**config.mk**
```make
export PLATFORM = sky130hd
export DESIGN_NAME = digital_clock_core_p
export DESIGN_NICKNAME = d
export VERILOG_FILES = /design/src/rtl/digital_clock_core_p.sv
export SDC_FILE = /design/constraint.sdc
export NUM_CORES = 1
export LEC_CHECK = 0
export CORE_AREA = 2 2 237 169
export DETAILED_ROUTE_END_ITERATION = 6
export DIE_AREA = 0 0 239 171
export HOLD_SLACK_MARGIN = 0.05
export PLACE_DENSITY = 0.44
export SLEW_MARGIN = 40
export SYNTH_ARGS = -nofsm -noshare
export SYNTH_HDL_FRONTEND = slang
export SYNTH_SLANG_ARGS = --single-unit
```
**constraint.sdc**
```tcl
create_clock -name clk_i -period 4 [get_ports clk_i]
set_clock_uncertainty 0.1 [all_clocks]
set_input_delay 0.8 -clock clk_i [delete_from_list [all_inputs] [get_ports clk_i]]
set_output_delay 0.8 -clock clk_i [all_outputs]
set_load 0.005 [all_outputs]
```
**src/rtl/digital_clock_core_p.sv**
```systemverilog
// digital_clock_core_p: real-time clock, stopwatch and alarm with button decode and display drive
module digital_clock_core_p #(
  parameter int TICK_DIV  = 50_000_000,
  parameter int FLASH_DIV = 25_000_000,
  parameter int FIELD_W   = 7,
  parameter int HOURS_24  = 1,
  parameter int RING_SECS = 60
) (
  input  logic                   clk_i,
  input  logic                   rst_ni,
  input  logic                   mode_i,
  input  logic                   set_i,
  input  logic                   op1_i,
  input  logic                   op2_i,
  output logic [1:0]             display_mode_o,
  output logic [2:0]             flash_o,
  output logic [3*FIELD_W-1:0]   out_time_o,
  output logic                   alarm_ring_o
);
  localparam int PW = $clog2(TICK_DIV);
  localparam int FW = $clog2(FLASH_DIV) + 1;
  localparam int RW = $clog2(RING_SECS) + 1;
  localparam logic [6:0] H_LO  = HOURS_24 != 0 ? 7'd0 : 7'd1;
  localparam logic [6:0] H_HI  = HOURS_24 != 0 ? 7'd23 : 7'd12;
  localparam logic [6:0] H_RST = HOURS_24 != 0 ? 7'd0 : 7'd12;

  typedef enum logic [1:0] {RUN, SET_HH, SET_MM, SET_SS} state_e;

  function automatic logic [6:0] step(input logic [6:0] v, input logic [6:0] lo,
                                      input logic [6:0] hi, input logic up);
    return up ? (v == hi ? lo : v + 7'd1) : (v == lo ? hi : v - 7'd1);
  endfunction

  state_e               state_q, state_d;
  logic [3:0]           prev_q, ev;
  logic [1:0]           mode_q, mode_d;
  logic [PW-1:0]        pre_q, pre_d;
  logic [FW-1:0]        fcnt_q, fcnt_d;
  logic [RW-1:0]        rcnt_q, rcnt_d;
  logic                 phase_q, phase_d, tick_q, tick_d;
  logic                 al_en_q, al_en_d, sw_run_q, sw_run_d, ring_q, ring_d;
  logic [6:0]           ch_q, cm_q, cs_q, ch_d, cm_d, cs_d;
  logic [6:0]           ah_q, am_q, as_q, ah_d, am_d, as_d;
  logic [6:0]           wh_q, wm_q, ws_q, wh_d, wm_d, ws_d;
  logic [2:0]           flash_q, flash_d;
  logic [3*FIELD_W-1:0] out_q, out_d;
  logic                 csel, tick, dismiss, op2_ev, flash_wrap, up;

  assign display_mode_o = mode_q;
  assign flash_o        = flash_q;
  assign out_time_o     = out_q;
  assign alarm_ring_o   = ring_q;

  // button decode, mode/set sequencing, timekeeping and alarm next-state
  always_comb begin
    ev         = {mode_i, set_i, op1_i, op2_i} & ~prev_q;
    dismiss    = ring_q & ev[0];
    op2_ev     = ev[0] & ~ring_q;
    up         = ev[1];
    csel       = (state_q != RUN) && (mode_q == 2'd0);
    tick       = !csel && (pre_q == PW'(TICK_DIV - 1));
    flash_wrap = fcnt_q == FW'(FLASH_DIV - 1);
    pre_d      = (csel || tick) ? '0 : pre_q + 1'b1;
    fcnt_d     = flash_wrap ? '0 : fcnt_q + 1'b1;
    phase_d    = phase_q ^ flash_wrap;
    tick_d     = tick;
    state_d    = state_q;
    mode_d     = mode_q;
    al_en_d    = al_en_q;
    sw_run_d   = sw_run_q;
    ring_d     = ring_q;
    rcnt_d     = rcnt_q;
    {ch_d, cm_d, cs_d} = {ch_q, cm_q, cs_q};
    {ah_d, am_d, as_d} = {ah_q, am_q, as_q};
    {wh_d, wm_d, ws_d} = {wh_q, wm_q, ws_q};
    if (state_q == RUN) begin
      if (ev[2] && mode_q != 2'd1) state_d = SET_HH;
      else if (ev[3]) mode_d = mode_q == 2'd2 ? 2'd0 : mode_q + 2'd1;
      if (ev[1] && mode_q == 2'd2) al_en_d = ~al_en_q;
      if (ev[1] && mode_q == 2'd1) sw_run_d = ~sw_run_q;
      if (op2_ev && !ev[1] && mode_q == 2'd1 && !sw_run_q) {wh_d, wm_d, ws_d} = '0;
    end else begin
      if (ev[2]) state_d = state_q == SET_HH ? SET_MM : state_q == SET_MM ? SET_SS : RUN;
      if (ev[1] ^ op2_ev) begin
        if (mode_q == 2'd0) begin
          if (state_q == SET_HH) ch_d = step(ch_q, H_LO, H_HI, up);
          if (state_q == SET_MM) cm_d = step(cm_q, 7'd0, 7'd59, up);
          if (state_q == SET_SS) cs_d = step(cs_q, 7'd0, 7'd59, up);
        end else begin
          if (state_q == SET_HH) ah_d = step(ah_q, H_LO, H_HI, up);
          if (state_q == SET_MM) am_d = step(am_q, 7'd0, 7'd59, up);
          if (state_q == SET_SS) as_d = step(as_q, 7'd0, 7'd59, up);
        end
      end
    end
    if (tick) begin
      cs_d = step(cs_q, 7'd0, 7'd59, 1'b1);
      if (cs_q == 7'd59) cm_d = step(cm_q, 7'd0, 7'd59, 1'b1);
      if (cs_q == 7'd59 && cm_q == 7'd59) ch_d = step(ch_q, H_LO, H_HI, 1'b1);
    end
    if (tick && sw_run_q) begin
      ws_d = step(ws_q, 7'd0, 7'd59, 1'b1);
      if (ws_q == 7'd59) wm_d = step(wm_q, 7'd0, 7'd59, 1'b1);
      if (ws_q == 7'd59 && wm_q == 7'd59) wh_d = step(wh_q, 7'd0, 7'd99, 1'b1);
    end
    if (tick_q && al_en_q && !csel && ch_q == ah_q && cm_q == am_q && cs_q == as_q) begin
      ring_d = 1'b1;
      rcnt_d = '0;
    end
    if (ring_q && tick) begin
      rcnt_d = rcnt_q + 1'b1;
      if (rcnt_q == RW'(RING_SECS - 1)) ring_d = 1'b0;
    end
    if (dismiss || !al_en_d) ring_d = 1'b0;
    flash_d = {state_d == SET_HH, state_d == SET_MM, state_d == SET_SS} & {3{phase_d}};
    out_d   = mode_d == 2'd1 ? {FIELD_W'(wh_d), FIELD_W'(wm_d), FIELD_W'(ws_d)} :
              mode_d == 2'd2 ? {FIELD_W'(ah_d), FIELD_W'(am_d), FIELD_W'(as_d)} :
                               {FIELD_W'(ch_d), FIELD_W'(cm_d), FIELD_W'(cs_d)};
  end

  // state registers; reset discards any edit in progress
  always_ff @(posedge clk_i or negedge rst_ni) begin
    if (!rst_ni) begin
      state_q  <= RUN;
      prev_q   <= '0;
      mode_q   <= 2'd0;
      pre_q    <= '0;
      fcnt_q   <= '0;
      rcnt_q   <= '0;
      phase_q  <= 1'b0;
      tick_q   <= 1'b0;
      al_en_q  <= 1'b0;
      sw_run_q <= 1'b0;
      ring_q   <= 1'b0;
      {ch_q, cm_q, cs_q} <= {H_RST, 7'd0, 7'd0};
      {ah_q, am_q, as_q} <= {H_RST, 7'd0, 7'd0};
      {wh_q, wm_q, ws_q} <= '0;
      flash_q  <= '0;
      out_q    <= {FIELD_W'(H_RST), {(2*FIELD_W){1'b0}}};
    end else begin
      state_q  <= state_d;
      prev_q   <= {mode_i, set_i, op1_i, op2_i};
      mode_q   <= mode_d;
      pre_q    <= pre_d;
      fcnt_q   <= fcnt_d;
      rcnt_q   <= rcnt_d;
      phase_q  <= phase_d;
      tick_q   <= tick_d;
      al_en_q  <= al_en_d;
      sw_run_q <= sw_run_d;
      ring_q   <= ring_d;
      {ch_q, cm_q, cs_q} <= {ch_d, cm_d, cs_d};
      {ah_q, am_q, as_q} <= {ah_d, am_d, as_d};
      {wh_q, wm_q, ws_q} <= {wh_d, wm_d, ws_d};
      flash_q  <= flash_d;
      out_q    <= out_d;
    end
  end
endmodule

```
==> impl.org <==
** Place
- At the end of routability-driven placement, the weighted congestion stood at 0.837.
- Once placement completed, the tool counted placed cells totaling 1573.
- Number of I/O port buffers :: 32
- After legalization and detailed placement, the total HPWL measured 21.6 mm.
- Pre-CTS WS :: 0.293 ns

** Timing
- On the final layout, the worst hold slack is 0.243 ns.
- Fmax achieved :: 309 MHz
- Total count of max-transition violations in the final report :: 0
- Final setup violation count :: 0
- Post-layout minimum cycle time :: 3.24 ns
- Setup repair after global routing left no endpoint under its margin.
- Dividing the final minimum period by the clock period gives 0.809.
- Actual transition at the worst max-transition pin :: 0.739 ns
- Number of hold violations in the final report :: 0
- Across all setup checks in the final design, the least slack found is 0.764 ns.
- For the final routed database, the setup TNS stands at 0 ns.
- The worst pin sits at a relative slew slack of 0.503.

** Setup path
- Critical path required time :: 4.23 ns
- In this run the critical register-to-register path is launched from cs_q[0]$_DFF_PN0_.
- In this run the critical register-to-register path is captured at out_time_o[7]$_DFF_PN0_.
- Data on the critical path arrives at its endpoint at 3.47 ns.
- Critical path startpoint category :: input port
- The setup path with the least slack is of type input port to register.
- Worst reg-to-reg setup slack :: 0.82 ns
- Measured in cells, the most critical reg-to-reg path has a length of 8.
- Nature of the critical path endpoint :: register
- In this run the worst path has a maximum fanout of 4.

** Route
- Routed length per placed instance :: 18.3 um
- Using the TritonRoute via totals, the vias-per-cell ratio works out to 5.06.
- The detailed router finished its first iteration with 980 violations.
- DR vias :: 8120
- Total routed wirelength :: 29.4 mm
- For this run, design rule violations remaining after detail routing come to 0.
- Number of optimization iterations in the first detailed-route pass :: 5
- Number of nets still failing antenna checks after routing :: 0

** Cells and area
- The area growth from synthesis to layout is 16.0%.
- Antenna diode instance count :: 0
- The library cells used most frequently in the layout, excluding fill and tap cells, are 159 x sky130_fd_sc_hd__dfrtp_1, 108 x sky130_fd_sc_hd__nor2_1, 89 x sky130_fd_sc_hd__nand2_1, 63 x sky130_fd_sc_hd__nand3_1, 55 x sky130_fd_sc_hd__o21ai_0.
- Final std cells w/o fill :: 1605
- Commonest non-fill, non-tap cell in the layout :: sky130_fd_sc_hd__dfrtp_1
- Number of nets in the layout :: 1122
- Share of post-route cells with drive strength above 1 :: 0.0981

** Clocking
- TritonCTS created 17 clock buffers.
- After clock tree synthesis, the clock-pin slew on the worst setup and hold paths is 0.07 ns.
- For this design, the sink count on the clock tree is 159.
- CTS H-Tree Depth :: 4
- At the later pin of the worst-skew pair, clock insertion delay measures 0.45 ns.
- TritonCTS built the clock tree.
- Once the clock tree was built, the resizer swapped 0 gates to a different size.
- Root Buffer Master :: sky130_fd_sc_hd__clkbuf_16
- Hold bufs inserted after CTS :: 0
- In this run the deepest clock path goes through 2 buffers.
- Buffers inserted during post-CTS setup optimization :: 0

** Logic synthesis
- Area share of fa/ha/maj cells after synthesis :: 0.0366
- Number of warnings printed during yosys synthesis :: 0
- Fraction of synthesized area in multiplexers :: 0.00666
- Compound-Gate Fraction of Synth Area :: 0.172
- After synthesis the netlist holds a flip-flop and latch count of 159.
- Proportion of synthesized chip area in sequential cells :: 0.416
- Of all flip-flops after synthesis, the portion carrying an async set or reset was 1.00.
- Synth Area in XOR/XNOR :: 0.0796
- Counting every instance in the synthesized netlist gives 1057.
- The synthesized netlist occupies a cell area of 9580 sq um.
- Largest family of logic cells by synthesized area :: simple AND/OR/NAND/NOR gates
- A synthesized cell averages 9.06 sq um.
- Of the total synthesized cell area, the portion taken by AND, OR, NAND and NOR gates is 0.253.
- In this run, synthesis inferred 0 flip-flops with an integrated enable.
- Synth Flop Type :: sky130_fd_sc_hd__dfrtp_1
- The number of nets in the synthesized netlist is 1091.
- Count of different cell masters after synthesis :: 87

** Outcome
- Result of the run :: finished clean

** GRT
- The via count of the first global-routing pass is 7606.
- Overflow after GRT :: 0
- Maximum number of pins on one net before global-route repair :: 62
- In the global route stage, overall resource usage came out at 0.149.
- Initial antenna violation count :: 0
- Wire length of the first global-routing pass :: 46.6 mm

** Power
- LEAKAGE :: 4.52 nW
- PnR Total Power :: 7.17 mW
- PD cells :: 646 nW/um^2
- Maximum vdd ir drop :: 0.302 mV

** Die
- Pin placement for this block handled 33 I/O pins.
- Effective utilization at floorplan :: 0.246
- The floorplan step defined a die boundary enclosing 40900 sq um.
- Die boundary width :: 239 um
- Measured along the y axis, the die boundary spans 171 um.
- The initialized floorplan defines 61 standard-cell rows.
- Placeable core area :: 38900 sq um

** Flow run
- The tool flagged a number of max-cap violations equal to 0.

** Worst hold path
- Class of the worst hold path :: input port to asynchronous set/reset pin
## worst max path at each step
stage	from	to	slack, ns	cells past startpoint
2_1_floorplan	op1_i	out_time_o[3]$_DFF_PN0_	0.23	13
3_5_place_dp	op1_i	out_time_o[3]$_DFF_PN0_	0.29	11
4_1_cts	op1_i	out_time_o[3]$_DFF_PN0_	0.77	11
3_3_place_gp	op1_i	out_time_o[3]$_DFF_PN0_	0.35	11
6_report	op1_i	out_time_o[3]$_DFF_PN0_	0.76	11
5_1_grt	op1_i	out_time_o[3]$_DFF_PN0_	0.56	11
## routing by layer
layer	routed length, um	GRT usage	up-vias
li1	-	-	3889
met1	15900	0.241	3991
met2	11600	0.193	218
met3	1480	0.0252	22
met4	436	0.0467	0
met5	0	0	-
## power by group
group          switching (mW)  total (mW)  leakage (nW)  internal [mW]
Sequential              0.625        2.63          1.99           2.00
Combinational            1.67        2.92          2.26           1.25
Clock                   0.754        1.62         0.266          0.867
## worst max-delay path, cell delays in order
cell and delay [ns]:
sky130_fd_sc_hd__clkdlybuf4s50_1 0.47, sky130_fd_sc_hd__nor2b_2 0.16, sky130_fd_sc_hd__clkinv_1 0.16, sky130_fd_sc_hd__ha_1 0.34
sky130_fd_sc_hd__nor2_1 0.14, sky130_fd_sc_hd__and3_1 0.24, sky130_fd_sc_hd__o21a_1 0.20, sky130_fd_sc_hd__o211ai_1 0.12
sky130_fd_sc_hd__a311o_1 0.29, sky130_fd_sc_hd__a22o_1 0.19, sky130_fd_sc_hd__a221o_1 0.33
## cell families after synthesis
kind of cell / count (synthesis)
and+or+nand+nor: 456
AOI/OAI and AO/OA: 240
DFF: 159
xor gates and xnor gates: 87
buffers and inverters: 81
adders and majority gates: 28
muxes: 6
## metrics by stage
stage                     instance area, sq um  utilization
after floorplan                           9580            -
after global placement                   10500        0.271
after detailed placement                 10500        0.271
after CTS                                11100        0.285
after global routing                     11100        0.285
final                                    11100        0.285
## sequential cells by signal, summed over array words and instances (netlist names)
register        flops
state_q             2
tick_q              1
display_mode_o      2
am_q                7
cm_q                7
ch_q                7
sw_run_q            1
fcnt_q             26
phase_q             1
cs_q                7
ws_q                7
wm_q                7
prev_q              4
pre_q              26
wh_q                7
ah_q                7
as_q                7
flash_o             3
al_en_q             1
alarm_ring_o        1
rcnt_q              7
out_time_o         21
## layout make-up
| type | instances | area, sq um |
|---|---|---|
| clock buffer | 18 | 429 |
| clock inverter | 14 | 134 |
| fill | 4055 | 27800 |
| inverter | 28 | 105 |
| multi-input combinational | 817 | 5250 |
| sequential | 159 | 3980 |
| tap | 504 | 631 |
| timing repair buffer | 65 | 582 |
## cell usage after synthesis (all sizes together), types with 9 or more instances
cell type  number  area [sq um]
buf            14          88.8
a31oi          11          68.8
nor4           19           168
and3           29           181
o21ai          61           317
dfrtp         159          3980
a21o            9          67.6
a21oi          52           260
ha             28           350
o31ai          10          75.1
xor2           43           377
nand4          24           165
and2           12          77.6
nand2          90           340
nor2          110           418
nand3          64           325
nor3           25           135
clkbuf         38           143
or2            11          68.8
or3             9          56.3
inv            27           101
xnor2          44           385
nand2b         15          93.8
Note: power is estimated with default switching activity, not from simulation.
